--- src/rtl/gamma_sequencer_if.sv ---
// Pixel-stream handshake bundle for gamma_sequencer; bypass_i exists only when
// GAMMA_BYPASS_EN is defined.
interface gamma_sequencer_if;
  logic [23:0] pixel_i;
  logic        pixel_valid_i;
  logic        pixel_ready_o;
  logic [23:0] pixel_o;
  logic        pixel_valid_o;
  logic        pixel_ready_i;
  logic        busy_o;
`ifdef GAMMA_BYPASS_EN
  logic        bypass_i;

  modport master (
    output pixel_i, pixel_valid_i, pixel_ready_i, bypass_i,
    input  pixel_ready_o, pixel_o, pixel_valid_o, busy_o
  );
  modport slave (
    input  pixel_i, pixel_valid_i, pixel_ready_i, bypass_i,
    output pixel_ready_o, pixel_o, pixel_valid_o, busy_o
  );
`else
  modport master (
    output pixel_i, pixel_valid_i, pixel_ready_i,
    input  pixel_ready_o, pixel_o, pixel_valid_o, busy_o
  );
  modport slave (
    input  pixel_i, pixel_valid_i, pixel_ready_i,
    output pixel_ready_o, pixel_o, pixel_valid_o, busy_o
  );
`endif
endinterface

--- src/rtl/gamma.sv ---
// 8-bit gamma-2.5 lookup table: corrected = round(255 * (code/255)^2.5).
// Table contents are folded to constants at elaboration.
module gamma (
  input  logic [7:0] code,
  output logic [7:0] corrected
);

  // Largest y with (y - 0.5)^2 <= x^5 / 255^3, i.e. the rounded square root, in integers.
  function automatic logic [7:0] gamma_calc(input int unsigned x);
    longint unsigned c, x5, lhs;
    int unsigned     y, t;
    c  = 64'(x);
    x5 = c * c * c * c * c;
    y  = 0;
    for (int b = 7; b >= 0; b--) begin
      t   = y | (32'd1 << b);
      lhs = 64'(2 * t - 1);
      lhs = lhs * lhs * 64'd16581375;
      if (lhs <= 64'd4 * x5) y = t;
    end
    return 8'(y);
  endfunction

  logic [7:0] lut [256];

  for (genvar i = 0; i < 256; i++) begin : g_lut
    assign lut[i] = gamma_calc(i);
  end

  assign corrected = lut[code];

endmodule

--- src/rtl/gamma_sequencer.sv ---
// Shares one gamma LUT across R, G, B (one channel per clock) with a registered output.
// Optional raw-passthrough per pixel is built when GAMMA_BYPASS_EN is defined.
module gamma_sequencer (
  input  logic                clk_i,
  input  logic                reset_i,
  gamma_sequencer_if.slave    bus
);

  localparam logic [2:0] StIdle = 3'd0;
  localparam logic [2:0] StChR  = 3'd1;
  localparam logic [2:0] StChG  = 3'd2;
  localparam logic [2:0] StChB  = 3'd3;
  localparam logic [2:0] StDone = 3'd4;

  logic [2:0]  state_q, state_d;
  logic [23:0] in_q;
  logic [23:0] out_q;
  logic [7:0]  lut_in;
  logic [7:0]  lut_out;
  logic [7:0]  ch_byte;
  logic        accept;

  gamma u_gamma (
    .code      (lut_in),
    .corrected (lut_out)
  );

  always_comb begin
    lut_in = in_q[23:16];
    case (state_q)
      StChG:   lut_in = in_q[15:8];
      StChB:   lut_in = in_q[7:0];
      default: lut_in = in_q[23:16];
    endcase
  end

`ifdef GAMMA_BYPASS_EN
  logic bypass_q;
  assign ch_byte = bypass_q ? lut_in : lut_out;
`else
  assign ch_byte = lut_out;
`endif

  assign bus.pixel_ready_o = !reset_i &&
                             ((state_q == StIdle) || ((state_q == StDone) && bus.pixel_ready_i));
  assign accept            = bus.pixel_ready_o && bus.pixel_valid_i;
  assign bus.pixel_valid_o = (state_q == StDone);
  // Gate to zero outside DONE so partially rewritten channels are never visible.
  assign bus.pixel_o       = (state_q == StDone) ? out_q : 24'h000000;
  assign bus.busy_o        = (state_q != StIdle);

  always_comb begin
    state_d = StIdle;
    case (state_q)
      StIdle:  state_d = bus.pixel_valid_i ? StChR : StIdle;
      StChR:   state_d = StChG;
      StChG:   state_d = StChB;
      StChB:   state_d = StDone;
      StDone: begin
        if (!bus.pixel_ready_i)     state_d = StDone;
        else if (bus.pixel_valid_i) state_d = StChR;
        else                        state_d = StIdle;
      end
      default: state_d = StIdle;
    endcase
  end

  always_ff @(posedge clk_i) begin
    if (reset_i) begin
      state_q  <= StIdle;
      in_q     <= 24'h000000;
      out_q    <= 24'h000000;
`ifdef GAMMA_BYPASS_EN
      bypass_q <= 1'b0;
`endif
    end else begin
      state_q <= state_d;
      if (accept) begin
        in_q     <= bus.pixel_i;
`ifdef GAMMA_BYPASS_EN
        bypass_q <= bus.bypass_i;
`endif
      end
      case (state_q)
        StChR:   out_q[23:16] <= ch_byte;
        StChG:   out_q[15:8]  <= ch_byte;
        StChB:   out_q[7:0]   <= ch_byte;
        default: ;
      endcase
    end
  end

endmodule

--- src/flat_wrapper.sv ---
// flat-port wrapper written by rule: the top's interface ports become plain ports
module gamma_sequencer_flat 
  (clk_i, reset_i, bus_pixel_i, bus_pixel_valid_i, bus_pixel_ready_i, bus_pixel_ready_o, bus_pixel_o, bus_pixel_valid_o, bus_busy_o);
  gamma_sequencer_if bus_i ();
  input  logic clk_i;
  input  logic reset_i;
  input wire logic [$bits(bus_i.pixel_i)-1:0] bus_pixel_i;
  input wire logic [$bits(bus_i.pixel_valid_i)-1:0] bus_pixel_valid_i;
  input wire logic [$bits(bus_i.pixel_ready_i)-1:0] bus_pixel_ready_i;
  output wire logic [$bits(bus_i.pixel_ready_o)-1:0] bus_pixel_ready_o;
  output wire logic [$bits(bus_i.pixel_o)-1:0] bus_pixel_o;
  output wire logic [$bits(bus_i.pixel_valid_o)-1:0] bus_pixel_valid_o;
  output wire logic [$bits(bus_i.busy_o)-1:0] bus_busy_o;
  assign bus_i.pixel_i = bus_pixel_i;
  assign bus_i.pixel_valid_i = bus_pixel_valid_i;
  assign bus_i.pixel_ready_i = bus_pixel_ready_i;
  assign bus_pixel_ready_o = bus_i.pixel_ready_o;
  assign bus_pixel_o = bus_i.pixel_o;
  assign bus_pixel_valid_o = bus_i.pixel_valid_o;
  assign bus_busy_o = bus_i.busy_o;
  gamma_sequencer u_core (.clk_i(clk_i), .reset_i(reset_i), .bus(bus_i));
endmodule
--- config.mk ---
export PLATFORM = sky130hd
export DESIGN_NAME = gamma_sequencer_flat
export DESIGN_NICKNAME = d
export VERILOG_FILES = /design/src/rtl/gamma_sequencer_if.sv /design/src/rtl/gamma.sv /design/src/rtl/gamma_sequencer.sv /design/src/flat_wrapper.sv
export SDC_FILE = /design/constraint.sdc
export NUM_CORES = 1
export LEC_CHECK = 0
export BUFFER_PORTS_ARGS = -buffer_cell sky130_fd_sc_hd__buf_4
export CAP_MARGIN = 25
export CORE_UTILIZATION = 40
export DETAILED_ROUTE_END_ITERATION = 8
export SYNTH_ARGS = -nofsm -noshare
export SYNTH_HDL_FRONTEND = slang
export SYNTH_SLANG_ARGS = --single-unit
--- constraint.sdc ---
create_clock -name clk_i -period 2.9 [get_ports clk_i]
set_input_delay 0.435 -clock clk_i [delete_from_list [all_inputs] [get_ports clk_i]]
set_output_delay 0.435 -clock clk_i [all_outputs]
set_load 0.1 [all_outputs]
==> results.cfg <==
[placement]
post-dp-hpwl_um = 10300
port-buffer-count = 54
finalWeightedCongestion = 0.913

[routing]
finalWirelength_um = 13500
post_drt_wl_per_cell_um = 17.8
detail_route.vias_per_cell = 5.79
vias = 4397
dr.first_iter.drc_count = 252
drt_drc_violations_left = 0
drt_first_pass_iters = 5
ant_nets = 0

[logic_synthesis]
ff_latch_count_synth = 51
netlist.top_cell.by_area = sky130_fd_sc_hd__dfxtp_1
synth_top_area_share_pct = 24.6
cell_types_occupying_the_most_area_after_synthesis = sky130_fd_sc_hd__dfxtp_1, sky130_fd_sc_hd__nand2_1, sky130_fd_sc_hd__a21oi_1
synthesis.area_mm2 = 0.00415
synth-seq-area-share_pct = 24.6
synth_edf_count = 0
ys.flop_type = sky130_fd_sc_hd__dfxtp_1
synth.net_count = 590
syn_avg_cell_area_um2 = 7.60
ys_types = 70
post_synth_inst_count = 546
yosys_warnings = 0
synth-async-reset-ratio_pct = 0

[setup_path]
critical-path-slowest-cell = sky130_fd_sc_hd__mux2_2
worst_r2r_startpoint = u_core.state_q[1]
worst_setup_path_end_kind = flip-flop
critical_path_peak_fanout = 11
worstSetupStartpoint = u_core.state_q[1]
r2r-end = u_core.out_q[8]
worstSetupStartpointType = flip-flop
r2r_slack_ns = 0.08
crit_chain = nor2b_4 -> buf_12 -> buf_4 -> mux2_2 -> buf_4 -> a31oi_1 -> o31ai_1 -> o2111ai_1 -> o311a_1 -> o311a_2 -> a211oi_2
count_of_buffering_cells_on_the_critical_path_with_inverters_included = 3
reg2reg_depth = 11
worstPathArrival_ns = 3.00
crit_path_end = u_core.out_q[8]
critical-path-top-cell-by-count = sky130_fd_sc_hd__buf_4
critPathKind = reg2reg
worstPathRequired_ns = 3.08
timing.critical_path.depth = 11
crit_path_max_incr_delay_ns = 0.45
critical-path-top-delay-family = compound AO/OA/AOI/OAI gates

[global_route]
grt_start_max_net_pins = 53
antenna_found_initial = 0
grt.overflow.total = 0
grt_first_pass_wirelength_um = 22000
global_route.usage.total_pct = 25.2
number_of_global_route_vias_before_repair = 4215

[power_and_ir_drop]
p_clk_share_pct = 18.9
netSwitchingFraction_pct = 40.6
power_per_cell_area_mw_per_mm2 = 447
power.combinational.fraction_pct = 47.0
seq_power_share_pct = 34.1
report.power.total_mw = 2.32
intPower_mw = 1.38
vdd_drop_max_mv = 0.277
p_switching_mw = 0.940
total_leakage_power_nw = 2.03

[clocking]
clock_tree.root_cell = sky130_fd_sc_hd__clkbuf_8
worst_path_clk_slew_ns = 0.11
clockBufferDepth = 2
tritoncts_num_sinks = 51
insertion_delay_ns = 0.31
clock_tree_from_tritoncts = yes
cts_inserted_buffers = 5
htreeDepth = 2

[layout]
flow.area_growth_from_synthesis_pct = 24.8
count_of_nets_after_finishing = 669
layout_common_cells = sky130_fd_sc_hd__buf_4, sky130_fd_sc_hd__nand2_1, sky130_fd_sc_hd__nor2_1
layout-drive-gt1-share_pct = 31.2
num-fill-cells = 965
layout_commonest_cell = sky130_fd_sc_hd__buf_4
num_antenna_cells = 0

[die]
die_y_um = 104
core.rowCount = 36
ioPinCount = 55
die_ar_mm2 = 0.0108
die_width_um = 104
initial_utilization_pct = 41.9
core_area_mm2 = 0.00991

[timing]
finalHoldViolations = 0
setup_total_negative_slack_ns = 0
final-max-slew-violation-count = 0
tightestPinTransition_ns = 0.809
layout_worst_path_cycle_share_pct = 97.4
timing.final.setup_violations = 0
achievable_frequency_mhz = 354
setup_repair_after_global_routing_missed_its_margin = true
fin_worst_skew_ns = 0.0105
period_needed_ns = 2.82
timing.slew.headroom_pct = 45.8

[hold_path]
hold_path_startpoint = bus_pixel_i[7]
holdCritPathClass = in2reg

[outcome]
status = complete, no violations

[flow_run]
maxCapViolCount = 0
## final cells by class
class	instances	area, um2	share of cell area, %
Clock buffer	5	68.8	1.33
Clock inverter	3	22.5	0.435
Inverter	7	36.3	0.700
Multi-Input combinational cell	439	2910	56.2
Sequential cell	51	1020	19.7
Tap cell	133	166	3.21
Timing Repair Buffer	121	953	18.4
## tightest hold or removal path, stage by stage
cell	delay [ns]
sky130_fd_sc_hd__buf_4	0.11
sky130_fd_sc_hd__nand2_1	0.04
sky130_fd_sc_hd__a21oi_1	0.05
## cell families after synthesis
logic type | after synthesis | synth area share, %
simple gates | 220 | 24.5
compound gates | 175 | 30.0
buf+inv | 56 | 8.23
flops | 51 | 24.6
mux | 26 | 7.47
fa+ha+maj | 16 | 4.82
xor+xnor | 2 | 0.422
## timing repair
action | CTS | global route
gates resized for setup | 6 | 24
buffers inserted | 0 | 5
endpoints found under the setup margin | 4 | 16
pin swaps | 1 | 4
hold buffers | 0 | 0
## per-stage QoR
step / std cells / hold WS, ns / cell area [um2] / utilization, % / setup slack, ns
detailed placement: 746 / 0.445 / 4930 / 49.7 / -0.0407
global route: 759 / 0.343 / 5180 / 52.3 / -0.0460
CTS: 754 / 0.358 / 5040 / 50.8 / 0.00139
finish: 759 / 0.358 / 5180 / 52.3 / 0.0767
global placement: 746 / 0.443 / 4930 / 49.7 / 0.0628
floorplan: 546 / 0.432 / 4170 / - / 0.0115
## power groups by stage
stage | combinational [mW] | clock, mW | sequential, mW
after floorplan | 0.718 | 0 | 0.793
after detailed placement | 1.02 | 0 | 0.805
after CTS | 1.03 | 0.443 | 0.790
final | 1.09 | 0.439 | 0.790
after global routing | 1.18 | 0.480 | 0.798
after global placement | 1.03 | 0 | 0.804
## flip-flops by register name, summed over array words and instances, names as in the netlist
name            flops
u_core.out_q       24
u_core.state_q      3
u_core.in_q        24
## synthesized netlist by cell type (3+ instances only)
master and number:
sky130_fd_sc_hd__or3_1 6, sky130_fd_sc_hd__nand3_1 6, sky130_fd_sc_hd__mux2_2 12, sky130_fd_sc_hd__o21ai_0 20, sky130_fd_sc_hd__mux2i_1 8, sky130_fd_sc_hd__nor3b_1 3
sky130_fd_sc_hd__and3_1 3, sky130_fd_sc_hd__nor2_1 59, sky130_fd_sc_hd__buf_2 10, sky130_fd_sc_hd__o211ai_1 8, sky130_fd_sc_hd__buf_4 4, sky130_fd_sc_hd__a31oi_1 10
sky130_fd_sc_hd__a211oi_1 18, sky130_fd_sc_hd__mux2_4 3, sky130_fd_sc_hd__o311a_1 5, sky130_fd_sc_hd__nor3_1 15, sky130_fd_sc_hd__inv_1 5, sky130_fd_sc_hd__o21a_1 3
sky130_fd_sc_hd__a211o_1 3, sky130_fd_sc_hd__o31ai_1 7, sky130_fd_sc_hd__dfxtp_1 51, sky130_fd_sc_hd__clkbuf_1 22, sky130_fd_sc_hd__o22ai_1 6, sky130_fd_sc_hd__ha_1 16
sky130_fd_sc_hd__a21o_1 3, sky130_fd_sc_hd__o221ai_1 5, sky130_fd_sc_hd__a21oi_1 49, sky130_fd_sc_hd__a211oi_2 5, sky130_fd_sc_hd__o21ai_1 5, sky130_fd_sc_hd__nor4_1 3
sky130_fd_sc_hd__nand2_1 82, sky130_fd_sc_hd__buf_6 11, sky130_fd_sc_hd__and2_1 30
## layer usage
layer | GRT usage [%] | share of wire (%) | vias up
met5 | 0 | 0 | -
met4 | 12.4 | 3.6 | 0
met3 | 3.32 | 5.8 | 41
met2 | 40.0 | 47 | 175
met1 | 33.5 | 44 | 2042
li1 | - | - | 2139
## worst min-delay path by stage
| stage | endpoint | slack (ns) | cells after the start |
|---|---|---|---|
| floorplan | u_core.out_q[14] | 0.43 | 2 |
| global placement | u_core.out_q[7] | 0.44 | 2 |
| detailed placement | u_core.in_q[13] | 0.45 | 2 |
| CTS | u_core.in_q[7] | 0.36 | 3 |
| global route | u_core.in_q[19] | 0.34 | 3 |
| finish | u_core.in_q[7] | 0.36 | 3 |
(Power assumes the default switching activity.)
